$ cat config.mk
export PLATFORM = sky130hd
export DESIGN_NAME = moore_seq_detect_param
export DESIGN_NICKNAME = d
export VERILOG_FILES = /design/src/rtl/moore_seq_detect_param.sv
export SDC_FILE = /design/constraint.sdc
export NUM_CORES = 1
export LEC_CHECK = 0
export BUFFER_PORTS_ARGS = -buffer_cell sky130_fd_sc_hd__buf_2
export CORE_MARGIN = 3
export CORE_UTILIZATION = 45
export DETAILED_ROUTE_END_ITERATION = 8
export MAX_ROUTING_LAYER = met4
export PLACE_DENSITY = 0.69
export SETUP_SLACK_MARGIN = 0.1
export SLEW_MARGIN = 20
export SYNTH_ARGS = -nofsm -noshare
export SYNTH_HDL_FRONTEND = slang
export SYNTH_SLANG_ARGS = --single-unit
export TNS_END_PERCENT = 50
$ cat constraint.sdc
create_clock -name clk -period 3.6 [get_ports clk]
set_input_delay 0.36 -clock clk [delete_from_list [all_inputs] [get_ports clk]]
set_output_delay 0.36 -clock clk [all_outputs]
set_load 0.005 [all_outputs]
$ cat src/rtl/moore_seq_detect_param.sv
// Parameterised Moore sequence detector with a runtime-loadable pattern and optional match counter.
// Define MOORE_SEQ_CNT_EN to build the saturating match counter; otherwise match_cnt is tied to 0.
module moore_seq_detect_param #(
  parameter int unsigned    N       = 4,
  parameter logic [N-1:0]   PATTERN = 4'b1010,
  parameter int unsigned    OVERLAP = 1,
  parameter int unsigned    CNT_W   = 8
) (
  input  logic             clk,
  input  logic             reset,
  input  logic             a,
  input  logic             in_valid,
  input  logic             pat_load,
  input  logic [N-1:0]     pat_in,
  input  logic             cnt_clr,
  output logic             d,
  output logic [CNT_W-1:0] match_cnt
);

  localparam int unsigned   KW    = $clog2(N + 1);
  localparam logic [KW-1:0] KFull = KW'(N);

  logic [N-1:0]  pat_q, pat_d;
  logic [N-1:0]  hist_q, hist_d;
  logic [KW-1:0] vcnt_q, vcnt_d;
  logic [KW-1:0] k_cur, k_nxt;
  logic          d_q, d_d;
  logic          hit;

  // Longest j <= v such that the newest j history bits (hist[0] newest) equal the
  // top j pattern bits, oldest bit aligned with pattern MSB.
  function automatic logic [KW-1:0] calc_k(input logic [N-1:0]  h,
                                           input logic [KW-1:0] v,
                                           input logic [N-1:0]  p);
    logic [KW-1:0] k;
    logic [N-1:0]  mask;
    k = '0;
    for (int j = 1; j <= int'(N); j++) begin
      mask = {N{1'b1}} >> (N - j);
      if ((KW'(j) <= v) && ((h & mask) == (p >> (N - j)))) begin
        k = KW'(j);
      end
    end
    return k;
  endfunction

  assign k_cur = calc_k(hist_q, vcnt_q, pat_q);
  assign k_nxt = calc_k(hist_d, vcnt_d, pat_d);

  always_comb begin
    pat_d  = pat_q;
    hist_d = hist_q;
    vcnt_d = vcnt_q;
    if (pat_load) begin
      pat_d  = pat_in;
      hist_d = '0;
      vcnt_d = '0;
    end else if (in_valid) begin
      if ((OVERLAP == 0) && (k_cur == KFull)) begin
        // Non-overlapping: the bit after a match starts from an empty history.
        hist_d = {{(N-1){1'b0}}, a};
        vcnt_d = KW'(1);
      end else begin
        hist_d = {hist_q[N-2:0], a};
        vcnt_d = (vcnt_q == KFull) ? vcnt_q : vcnt_q + 1'b1;
      end
    end
  end

  always_comb begin
    d_d = d_q;
    hit = 1'b0;
    if (pat_load) begin
      d_d = 1'b0;
    end else if (in_valid) begin
      hit = (k_nxt == KFull);
      d_d = hit;
    end
  end

  always_ff @(posedge clk or negedge reset) begin
    if (!reset) begin
      pat_q  <= PATTERN;
      hist_q <= '0;
      vcnt_q <= '0;
      d_q    <= 1'b0;
    end else begin
      pat_q  <= pat_d;
      hist_q <= hist_d;
      vcnt_q <= vcnt_d;
      d_q    <= d_d;
    end
  end

  assign d = d_q;

`ifdef MOORE_SEQ_CNT_EN
  logic [CNT_W-1:0] cnt_q, cnt_d;

  always_comb begin
    cnt_d = cnt_q;
    if (cnt_clr) begin
      cnt_d = hit ? CNT_W'(1) : '0;
    end else if (hit && (cnt_q != {CNT_W{1'b1}})) begin
      cnt_d = cnt_q + 1'b1;
    end
  end

  always_ff @(posedge clk or negedge reset) begin
    if (!reset) begin
      cnt_q <= '0;
    end else begin
      cnt_q <= cnt_d;
    end
  end

  assign match_cnt = cnt_q;
`else
  logic unused_cnt_clr;
  assign unused_cnt_clr = cnt_clr;
  assign match_cnt      = '0;
`endif

endmodule

# After elaboration in Yosys (flattened, before gate mapping)
# Cells that the tools add are included.
[word_totals] register_bits=12 latch_bits=0 mem_bits_rw=0 rom_bits=0 input_bits=10 output_inout_bits=9 elab_cells=32 memories=0
[classes] addsub=1 multipliers=0 div_mod_pow=0 order_cmp=4 n_eq_ne=6 shifts=0 n_mux=12 n_bitwise=0 reduce_logical=5
[ops] op="$mux W3" n=4
[ops] op="$mux W4" n=3
[ops] op="$eq A3 B3 Y1 const B" n=2
[ops] op="$le A2 B3 Y1 const A" n=2
[ops] op="$eq A4 B4 Y1" n=1
[ops] op="$logic_and A1 B1 Y1" n=4
[ops] op="$mux W2" n=2
[ops] op="$add A3 B1 Y3 const B" n=1
[ops] op="$eq A3 B3 Y1" n=1
[ops] op="$le A1 B3 Y1 const A" n=1
[ops] op="$le A3 B3 Y1 const A" n=1
[ops] op="$mux W1" n=3
[ops] op="$eq A2 B2 Y1" n=1
[ops] op="$reduce_bool A2 Y1" n=1
[ops] op="$eq A1 B1 Y1" n=1

# Logic depth before layout (Yosys ltp)
# Gate-level depths: netlist (run 1).
[logic_depth] depth_word=13 depth_mapped=6 mapped_depth_nobuf=6

# Worst setup path after synthesis (run 1)
# Ideal clock, no wire load.
[synth_timing] path_kind="register to register" from="reg vcnt_q[0]" to="reg d_q (netlist: d)" setup_time_ns=0.122 arrival_ns=1.066 required_time_ns=3.478 slack_ns=2.412 stages_incl_launch_ff=5 path_buffers=0 period_less_slack_ns=1.188 path_cell_list="dfrtp_1 > ha_1 > o2111ai_1 > a211oi_2 > a32o_1"
[synth_between] elab_chain_len=13
[synth_lines] item="from (decl)" line="25" text="logic [KW-1:0] vcnt_q, vcnt_d;"
[synth_lines] item="from (signal assigned)" line="90" text="vcnt_q <= vcnt_d;"
[synth_lines] item="$add A3 B1 Y3 / $eq A3 B3 Y1 (equally long branches)" line="65" text="vcnt_d = (vcnt_q == KFull) ? vcnt_q : vcnt_q + 1'b1;"
[synth_lines] item="$mux W3" line="65"
[synth_lines] item="$mux W3 (*)" line="58" text="end else if (in_valid) begin"
[synth_lines] item="$mux W3 (*)" line="54" text="if (pat_load) begin"
[synth_lines] item="$le A1 B3 Y1" line="40" text="if ((KW'(j) <= v) && ((h & mask) == (p >> (N - j)))) begin"
[synth_lines] item="$logic_and A1 B1 Y1" line="40"
[synth_lines] item="$mux W1" line="40"
[synth_lines] item="$mux W2 (2 in a row)" line="40"
[synth_lines] item="$mux W3 (*)" line="40"
[synth_lines] item="$eq A3 B3 Y1 (*)" line="76" text="hit = (k_nxt == KFull);"
[synth_lines] item="$mux W1 (*)" line="75" text="end else if (in_valid) begin"
[synth_lines] item="$mux W1 (*)" line="73" text="if (pat_load) begin"
[synth_lines] item="to (signal assigned)" line="86" text="d_q <= 1'b0;"
[synth_lines] item="to (signal assigned)" line="91" text="d_q <= d_d;"
[synth_lines] item="to (decl)" line="27" text="logic d_q, d_d;"
# Every way passes the cells marked *; elsewhere a longest branch is shown, timed or not. The select of a mux whose other input is x is not followed.
# A chain may end at the register's enable or synchronous reset.

# Worst setup path after layout (run 1)
[layout_timing] from="reg pat_q[3]" to="reg d_q (netlist: d)"
[layout_between] elab_chain_len=10
[layout_lines] item="from (decl)" line="23" text="logic [N-1:0] pat_q, pat_d;"
[layout_lines] item="from (signal assigned)" line="88" text="pat_q <= pat_d;"
[layout_lines] item="$mux W4 (*)" line="54"
[layout_lines] item="$eq A1 B1 Y1" line="40"
[layout_lines] item="$logic_and A1 B1 Y1" line="40"
[layout_lines] item="$mux W1" line="40"
[layout_lines] item="$mux W2 (2 in a row)" line="40"
[layout_lines] item="$mux W3 (*)" line="40"
[layout_lines] item="$eq A3 B3 Y1 (*)" line="76"
[layout_lines] item="$mux W1 (*)" line="75"
[layout_lines] item="$mux W1 (*)" line="73"
# Marks and branches as above.

==> results of run 1 <==
[placed cells by master (no fill, tap or decap)]
master         count
a211oi_2           1
a21oi_1            2
a311oi_1           1
a32o_1             1
buf_2              9
clkbuf_4           3
clkinv_2           1
conb_1             8
dfrtp_1            9
dfstp_2            2
dlygate4sd3_1      1
ha_1               2
inv_1              3
mux2_2             4
mux2i_1            5
nand2_1            2
nor2_1             7
nor2b_1            1
o2111ai_1          1
xnor2_1            4
xor2_1             2
[cells by family (layout without fill, tap and decap cells)]
logic type,Yosys count,in the layout,share of synthesized area
xor+xnor,6,6,0.08366
fa+ha+maj,2,2,0.03983
other cells,1,8,0.005970
mux,9,9,0.1514
compound gates,6,6,0.07968
simple gates,10,10,0.06376
flops,11,11,0.4422
buf+inv,13,17,0.1334
[per-stage QoR]
step / utilization / std cells / hold WS, ns / cell area [sq um] / setup slack (ns)
finish: 0.5677 / 83 / 0.3137 / 681.9 / 2.337
global route: 0.5677 / 83 / 0.3048 / 681.9 / 2.232
CTS: 0.5677 / 83 / 0.3079 / 681.9 / 2.327
detailed placement: 0.5365 / 78 / 0.2435 / 644.4 / 2.200
global placement: 0.5365 / 78 / 0.2431 / 644.4 / 2.208
floorplan: - / 65 / 0.06441 / 654.4 / 2.412
[registers in the layout, indices dropped and copies added, names as in the netlist]
signal  count
d           1
hist_q      3
pat_q       4
vcnt_q      3
[area by class of cell]
| type | count | area, sq um |
|---|---|---|
| Clock inverter | 1 | 5.005 |
| Timing Repair Buffer | 10 | 55.05 |
| Tap cell | 14 | 17.52 |
| Clock buffer | 3 | 22.52 |
| Fill cell | 117 | 519.2 |
| Sequential cell | 11 | 277.8 |
| Multi-Input combinational cell | 41 | 292.8 |
| Inverter | 3 | 11.26 |
[metal layers]
metal	GRT usage	part of all wire	vias to the layer above
met3	0.03734	0.070	2
met1	0.1641	0.43	206
met2	0.2006	0.49	15
li1	-	-	197
met5	-	0	-
met4	0.1084	0.013	0
[worst max-delay path, stage by stage, from the launching register on]
cell,delay (ns)
dfstp_2,0.55
xnor2_1,0.12
o2111ai_1,0.14
a211oi_2,0.22
a32o_1,0.17
[power by group through the flow]
stage / combinational [W] / sequential [W] / clock [W]
final: 0.0000411 / 0.000140 / 0.0000875
after global routing: 0.0000473 / 0.000142 / 0.000101
after CTS: 0.0000417 / 0.000140 / 0.0000899
after detailed placement: 0.0000405 / 0.000143 / 0
after global placement: 0.0000393 / 0.000142 / 0
after floorplan: 0.0000363 / 0.000141 / 0
[path summary, 6_finish.rpt]
path | from | end | depth (start not counted)
worst max register to register | pat_q[3]$_DFF_PN1_ | d$_DFFE_PN0P_ | 4
worst max-delay path | pat_q[3]$_DFF_PN1_ | d$_DFFE_PN0P_ | 4
worst min-delay path | pat_in[0] | pat_q[0]$_DFF_PN0_ | 2
worst min register to register | d$_DFFE_PN0P_ | d$_DFFE_PN0P_ | 1
min in group asynchronous | reset | vcnt_q[2]$_DFF_PN0_ | 2
max in group asynchronous | reset | pat_q[1]$_DFF_PN1_ | 2
==> impl_results.html, run 1 <==
<table>
<tr><th>Metric</th><th>Value</th></tr>
<tr><th colspan="2">Power</th></tr>
<tr><td>Net switching share of the total power</td><td>0.2764</td></tr>
<tr><td>Part of the total power dissipated in combinational logic</td><td>0.153</td></tr>
<tr><td>Internal power</td><td>about 0.0002 W</td></tr>
<tr><td>Flop pwr share</td><td>0.522</td></tr>
<tr><td>Total power divided by cell area</td><td>394.2 nW/um^2</td></tr>
<tr><td>Peak supply drop</td><td>0.0001891 V</td></tr>
<tr><td>Switching pwr</td><td>0.00007430 W</td></tr>
<tr><td>Post-layout power</td><td>0.0002688 W</td></tr>
<tr><td>Leakage dissipation</td><td>0.3362 nW</td></tr>
<tr><td>Clock network fraction of total power</td><td>0.325</td></tr>
<tr><th colspan="2">Timing</th></tr>
<tr><td>Highest attainable clock frequency</td><td>a little under 0.8 GHz</td></tr>
<tr><td>RSZ-0062 raised after global routing</td><td>false</td></tr>
<tr><td>Number of hold violations in the final report</td><td>0</td></tr>
<tr><td>Final setup fails</td><td>0</td></tr>
<tr><td>Tmin final</td><td>1.263 ns</td></tr>
<tr><td>Setup TNS</td><td>0 ns</td></tr>
<tr><td>Final-report max-slew violation count</td><td>0</td></tr>
<tr><td>Worst clock skew on the final layout</td><td>0.004243 ns</td></tr>
<tr><td>Final Cycle Share</td><td>0.3508</td></tr>
<tr><th colspan="2">Place</th></tr>
<tr><td>Final weighted congestion in routability-driven placement</td><td>around 0.74</td></tr>
<tr><td>Final HPWL from detailed placement</td><td>around 740 um</td></tr>
<tr><td>Number of buffers inserted by port buffering</td><td>9</td></tr>
<tr><th colspan="2">Floorplan</th></tr>
<tr><td>Chip width</td><td>roughly 43 um</td></tr>
<tr><td>I/O Pins</td><td>19</td></tr>
<tr><td>Core footprint</td><td>1201 sq um</td></tr>
<tr><td>Die ar.</td><td>1880 sq um</td></tr>
<tr><td>Height of the chip</td><td>43.36 um</td></tr>
<tr><td>Starting utilization of the core area</td><td>0.5229</td></tr>
<tr><td>Number of cell rows</td><td>12</td></tr>
<tr><th colspan="2">Synthesis</th></tr>
<tr><td>Number of synthesized register bits</td><td>11</td></tr>
<tr><td>Synth Flop Type</td><td>dfrtp_1</td></tr>
<tr><td>Post-synthesis cell type with the largest combined area</td><td>dfrtp_1</td></tr>
<tr><td>Post-synth EDFFs</td><td>0</td></tr>
<tr><td>Number of distinct library cell variants in the gate-level netlist after synthesis</td><td>19</td></tr>
<tr><td>Most numerous cell types in the synthesized netlist</td><td>9 x buf_4, 9 x dfrtp_1, 7 x nor2_1</td></tr>
<tr><td>Post-Synthesis Mean Instance Area</td><td>10.83 sq um</td></tr>
<tr><td>Number of warning messages in the yosys log</td><td>0</td></tr>
<tr><td>Cells after Synth</td><td>58</td></tr>
<tr><td>Area share of the largest cell type after synthesis</td><td>0.3586</td></tr>
<tr><td>Area contributors post-synth</td><td>dfrtp_1 36%, buf_4 11%, dfstp_2 8.4%, mux2i_1 8.0%, mux2_2 7.2%</td></tr>
<tr><td>Post-synthesis sequential area ratio</td><td>0.4422</td></tr>
<tr><td>Combined area of all synthesized cells</td><td>628.1 sq um</td></tr>
<tr><td>Asr flop ratio synth</td><td>1.000</td></tr>
<tr><th colspan="2">Clock network</th></tr>
<tr><td>Post_cts resized</td><td>0</td></tr>
<tr><td>CTS HTree Levels</td><td>1</td></tr>
<tr><td>Number of buffers added for setup after CTS</td><td>0</td></tr>
<tr><td>Clock sink total</td><td>11</td></tr>
<tr><td>TritonCTS clock tree</td><td>yes</td></tr>
<tr><td>Maximum number of buffers from clock root to sink</td><td>2</td></tr>
<tr><td>Root Buffer</td><td>clkbuf_4</td></tr>
<tr><td>Clock slew seen by the registers of the worst setup and hold paths</td><td>0.08 ns</td></tr>
<tr><td>Hold_buf cts</td><td>1</td></tr>
<tr><td>Number of buffers created by CTS</td><td>3</td></tr>
<tr><td>Clock latency on the worst-skew pair</td><td>~0.27 ns</td></tr>
<tr><th colspan="2">Final layout</th></tr>
<tr><td>Fraction of layout cells with a size suffix above 1</td><td>0.2899</td></tr>
<tr><td># diodes</td><td>0</td></tr>
<tr><td>Number of nets in the layout</td><td>82</td></tr>
<tr><td>Layout overhead on the synthesized area</td><td>8.566%</td></tr>
<tr><th colspan="2">Drt</th></tr>
<tr><td>Via count</td><td>420</td></tr>
<tr><td>Post-detailed-route via-to-cell ratio</td><td>approximately 5.1</td></tr>
<tr><td># DRC</td><td>0</td></tr>
<tr><td>Iteration-0 DRC count of the detailed router</td><td>6</td></tr>
<tr><td>Final wirelength</td><td>a little over 1000 um</td></tr>
<tr><td>Wire length per cell</td><td>12.18 um</td></tr>
<tr><td>First drt pass iteration count</td><td>4</td></tr>
<tr><td>Antenna-violating nets left</td><td>0</td></tr>
<tr><th colspan="2">Critical path</th></tr>
<tr><td>Kind of end point of the critical path</td><td>flop</td></tr>
<tr><td>Worst Path Class, Setup</td><td>flop to flop</td></tr>
<tr><td>Kind of launch point of the worst setup path</td><td>flop</td></tr>
<tr><td>R2r setup slk</td><td>2.34 ns</td></tr>
<tr><td>Worst Path Max Fanout</td><td>2</td></tr>
<tr><td>Arrival time reported for the critical path endpoint</td><td>1.47 ns</td></tr>
<tr><td>Required @ worst endpoint</td><td>3.81 ns</td></tr>
<tr><th colspan="2">GRT</th></tr>
<tr><td>Pin count of the biggest net entering global routing</td><td>13</td></tr>
<tr><td>Via count of the first global-routing pass</td><td>385</td></tr>
<tr><td>Grt total ovfl</td><td>0</td></tr>
<tr><td>Wire length of the first global-routing pass</td><td>1807 um</td></tr>
<tr><td>GRT Total Usage</td><td>0.1398</td></tr>
<tr><td>Initial antenna violation count</td><td>0</td></tr>
<tr><th colspan="2">Status</th></tr>
<tr><td>Status</td><td>complete, no violations</td></tr>
<tr><th colspan="2">Run</th></tr>
<tr><td>Number of maximum-capacitance constraint violations</td><td>0</td></tr>
<tr><th colspan="2">Worst hold path</th></tr>
<tr><td>Worst Hold Class</td><td>input port to flop</td></tr>
</table>
Note: power is estimated with default switching activity, not from simulation.
==> run 2, diff against run 1 <==
==> constraint.sdc (replaced) <==
create_clock -name clk -period 1.2 [get_ports clk]
set_input_delay 0.12 -clock clk [delete_from_list [all_inputs] [get_ports clk]]
set_output_delay 0.12 -clock clk [all_outputs]
set_load 0.005 [all_outputs]
==> run 2 against run 1 <==
Net effect: global-route usage decreased by 0.45 points; flip-flop and latch count unchanged; sequential power grew to 3.0 times the previous value; worst hold slack got worse by 0.24 ns; clock skew up 0.0046 ns; power grew to 3.1 times the previous value; critical path type unchanged; largest power group unchanged.
==> impl_results.html, run 2 (synthesized netlist as in run 1, its figures left out) <==
<table>
<tr><th>Metric</th><th>Value</th></tr>
<tr><th colspan="2">Status</th></tr>
<tr><td>Status</td><td>complete, no violations</td></tr>
<tr><th colspan="2">Floorplan</th></tr>
<tr><td>I/O Pins</td><td>19 (unchanged)</td></tr>
<tr><td>Height of the chip</td><td>43.36 um (unchanged)</td></tr>
<tr><td>Starting utilization of the core area</td><td>0.5229 (unchanged)</td></tr>
<tr><td>Die ar.</td><td>1880 sq um (unchanged)</td></tr>
<tr><td>Chip width</td><td>43.36 um (unchanged)</td></tr>
<tr><td>Core footprint</td><td>1201 sq um (unchanged)</td></tr>
<tr><td>Number of cell rows</td><td>12 (unchanged)</td></tr>
<tr><th colspan="2">Power</th></tr>
<tr><td>Total power divided by cell area</td><td>1103 nW/um^2 (+180%)</td></tr>
<tr><td>Peak supply drop</td><td>0.0006249 V (+230%)</td></tr>
<tr><td>Post-layout power</td><td>0.0008405 W (+210%)</td></tr>
<tr><td>Leakage dissipation</td><td>0.3696 nW (+9.9%)</td></tr>
<tr><th colspan="2">Worst hold path</th></tr>
<tr><td>Hold Path End</td><td>pat_q[0]$_DFF_PN0_</td></tr>
<tr><td>Cell depth of the worst hold path</td><td>2 (unchanged)</td></tr>
<tr><td>Worst Hold Class</td><td>input port to flop</td></tr>
<tr><td>Beginning of the worst hold path</td><td>pat_in[0]</td></tr>
<tr><th colspan="2">Final layout</th></tr>
<tr><td>Commonest cells after routing, fill and taps aside</td><td>9 x dfrtp_1, 9 x buf_2, 8 x conb_1, 7 x nor2_1</td></tr>
<tr><td>Number of nets in the layout</td><td>87 (+6.1%)</td></tr>
<tr><td>Largest Register</td><td>pat_q</td></tr>
<tr><td># diodes</td><td>0 (unchanged)</td></tr>
<tr><td>Registers with the most flip-flops</td><td>pat_q (4), hist_q (3), vcnt_q (3)</td></tr>
<tr><td>Area of all placed cells without fillers</td><td>762.0 sq um (+12%)</td></tr>
<tr><td>Fin cells</td><td>88 (+6.0%)</td></tr>
<tr><td>Fraction of layout cells with a size suffix above 1</td><td>0.4459 (+0.1561)</td></tr>
<tr><td>Layout overhead on the synthesized area</td><td>21.31%</td></tr>
<tr><td>Largest register FFs</td><td>4 (unchanged)</td></tr>
<tr><td>Final core utilization</td><td>0.6344 (+0.06667)</td></tr>
<tr><th colspan="2">Clock network</th></tr>
<tr><td>Maximum number of buffers from clock root to sink</td><td>2 (unchanged)</td></tr>
<tr><td>CTS HTree Levels</td><td>1 (unchanged)</td></tr>
<tr><td>Number of buffers created by CTS</td><td>3 (unchanged)</td></tr>
<tr><td>Clock latency on the worst-skew pair</td><td>0.28 ns (about the same)</td></tr>
<tr><td>Clock slew seen by the registers of the worst setup and hold paths</td><td>0.07 ns (about the same)</td></tr>
<tr><td>Root Buffer</td><td>clkbuf_4</td></tr>
<tr><td>TritonCTS clock tree</td><td>yes</td></tr>
<tr><td>Clock sink total</td><td>11 (unchanged)</td></tr>
<tr><th colspan="2">Place</th></tr>
<tr><td>Number of cells after detailed placement</td><td>82 (+5.1%)</td></tr>
<tr><td>Cell area after placement</td><td>685.7 sq um (+6.4%)</td></tr>
<tr><td>Final HPWL from detailed placement</td><td>767 um (+4.1%)</td></tr>
<tr><td>Number of buffers inserted by port buffering</td><td>9 (unchanged)</td></tr>
<tr><td>Final weighted congestion in routability-driven placement</td><td>0.7390 (+0.33%)</td></tr>
<tr><th colspan="2">Critical path</th></tr>
<tr><td>Worst Path Max Fanout</td><td>3 (+1)</td></tr>
<tr><td>Required @ worst endpoint</td><td>1.37 ns (-2.44 ns)</td></tr>
<tr><td>Beginning of the worst register-to-register path</td><td>vcnt_q[1]$_DFF_PN0_</td></tr>
<tr><td>Arrival time reported for the critical path endpoint</td><td>1.35 ns (-0.12 ns)</td></tr>
<tr><td>R2r setup slk</td><td>0.02 ns (-2.32 ns)</td></tr>
<tr><td>Kind of end point of the critical path</td><td>flop</td></tr>
<tr><td>Reg2reg path depth</td><td>5 (+1)</td></tr>
<tr><td>Capture instance of the worst register-to-register path</td><td>d$_DFFE_PN0P_</td></tr>
<tr><td>Worst Path Class, Setup</td><td>flop to flop</td></tr>
<tr><td>Kind of launch point of the worst setup path</td><td>flop</td></tr>
<tr><th colspan="2">Drt</th></tr>
<tr><td># DRC</td><td>0 (unchanged)</td></tr>
<tr><td>Iteration-0 DRC count of the detailed router</td><td>9 (+3)</td></tr>
<tr><td>First drt pass iteration count</td><td>2 (-2)</td></tr>
<tr><td>Via count</td><td>433 (+3.1%)</td></tr>
<tr><td>Uppermost metal layer occupied by signal nets</td><td>met4</td></tr>
<tr><td>Antenna-violating nets left</td><td>0 (unchanged)</td></tr>
<tr><td>Wire length per cell</td><td>11.89 um (-2.4%)</td></tr>
<tr><td>Met3 routed wirelength</td><td>75 um (+5.6%)</td></tr>
<tr><td>Detailed route wirelength on metal2</td><td>551 um (+11%)</td></tr>
<tr><td>Final wirelength</td><td>1046 um (+3.5%)</td></tr>
<tr><td>Total routed wire length on the met1 layer</td><td>398 um (-7.4%)</td></tr>
<tr><td>Post-detailed-route via-to-cell ratio</td><td>4.920 (-2.8%)</td></tr>
<tr><th colspan="2">GRT</th></tr>
<tr><td>Via count of the first global-routing pass</td><td>403 (+4.7%)</td></tr>
<tr><td>Wire length of the first global-routing pass</td><td>1725 um (-4.5%)</td></tr>
<tr><td>Initial antenna violation count</td><td>0 (unchanged)</td></tr>
<tr><td>Pin count of the biggest net entering global routing</td><td>13 (unchanged)</td></tr>
<tr><td>GRT Total Usage</td><td>0.1353 (-0.004544)</td></tr>
<tr><td>Grt total ovfl</td><td>0 (unchanged)</td></tr>
<tr><th colspan="2">Timing</th></tr>
<tr><td>Highest attainable clock frequency</td><td>0.8452 GHz (+6.7%)</td></tr>
<tr><td>Setup TNS</td><td>0 ns (unchanged)</td></tr>
<tr><td>Number of hold violations in the final report</td><td>0 (unchanged)</td></tr>
<tr><td>Final setup fails</td><td>0 (unchanged)</td></tr>
<tr><td>Tmin final</td><td>1.183 ns (-0.07959 ns)</td></tr>
<tr><td>Worst clock skew on the final layout</td><td>0.008892 ns (+0.004648 ns)</td></tr>
<tr><td>RSZ-0062 raised after global routing</td><td>true</td></tr>
<tr><td>Final-report max-slew violation count</td><td>0 (unchanged)</td></tr>
<tr><td>Final Cycle Share</td><td>0.9859 (+0.6352)</td></tr>
<tr><th colspan="2">Run</th></tr>
<tr><td>Number of maximum-capacitance constraint violations</td><td>0 (unchanged)</td></tr>
</table>
-- run 2: cell types whose count changed in the layout (fill, tap and decap cells not counted), moves of 2 or more --
cell,previous run,this run
nand2_2,0,2
xnor2_2,0,2
nand2_1,2,0
buf_4,0,5
xnor2_1,4,2
ha_1,2,0
-- run 2: worst max-delay path, cell delays in order, from the launching register on --
cell      delay (ns)
dfrtp_1         0.37
inv_1           0.08
ha_4            0.17
nor2b_2         0.14
a211oi_2        0.08
a32o_1          0.24
-- run 2: how the worst max path moves through the flow --
stage / startpoint / end / slack (ns) / cells past startpoint
detailed placement: vcnt_q[0]$_DFF_PN0_ / d$_DFFE_PN0P_ / -0.05 / 5
global placement: vcnt_q[0]$_DFF_PN0_ / d$_DFFE_PN0P_ / -0.02 / 5
global route: pat_q[1]$_DFF_PN1_ / d$_DFFE_PN0P_ / -0.05 / 4
finish: vcnt_q[1]$_DFF_PN0_ / d$_DFFE_PN0P_ / 0.02 / 5
floorplan: pat_q[1]$_DFF_PN1_ / d$_DFFE_PN0P_ / 0.04 / 4
CTS: pat_q[1]$_DFF_PN1_ / d$_DFFE_PN0P_ / -0.007 / 4
-- run 2: through the flow --
| stage | setup slack [ns] | hold WS (ns) |
|---|---|---|
| final | 0.01687 | 0.07378 |
| after global routing | -0.05416 | 0.06046 |
| after CTS | -0.007001 | 0.06203 |
| after detailed placement | -0.05469 | 0.005284 |
| after global placement | -0.01776 | 0.003522 |
| after floorplan | 0.03532 | -0.1756 |
-- run 2: final cells by class --
cell class                 instances  area (sq um)
clock buffer                       4         26.28
multi-input combinational         41         336.6
tap                               14         17.52
inverter                           3         11.26
fill                             104         439.2
timing repair buffer              15         92.59
sequential                        11         277.8
-- run 2: power by group --
part | switching (W) | internal [W] | total [W]
logic | 0.0000786 | 0.0000890 | 0.000168
clock network | 0.000124 | 0.000129 | 0.000253
registers | 0.0000197 | 0.000400 | 0.000420
total | 0.000222 | 0.000618 | 0.000840
-- run 2: layer usage --
metal  vias up  global-route usage
met3         3             0.07469
met4         0             0.05422
met1       210              0.1351
li1        207                   -
met5         -                   -
met2        13              0.2183
-- run 2: what timing repair did --
item	CTS	global route
hold endpoints to repair	11	0
buffers inserted	1	0
resized for setup	3	4
setup endpoints to repair	3	3
pin swaps	2	5
hold buffers	1	0
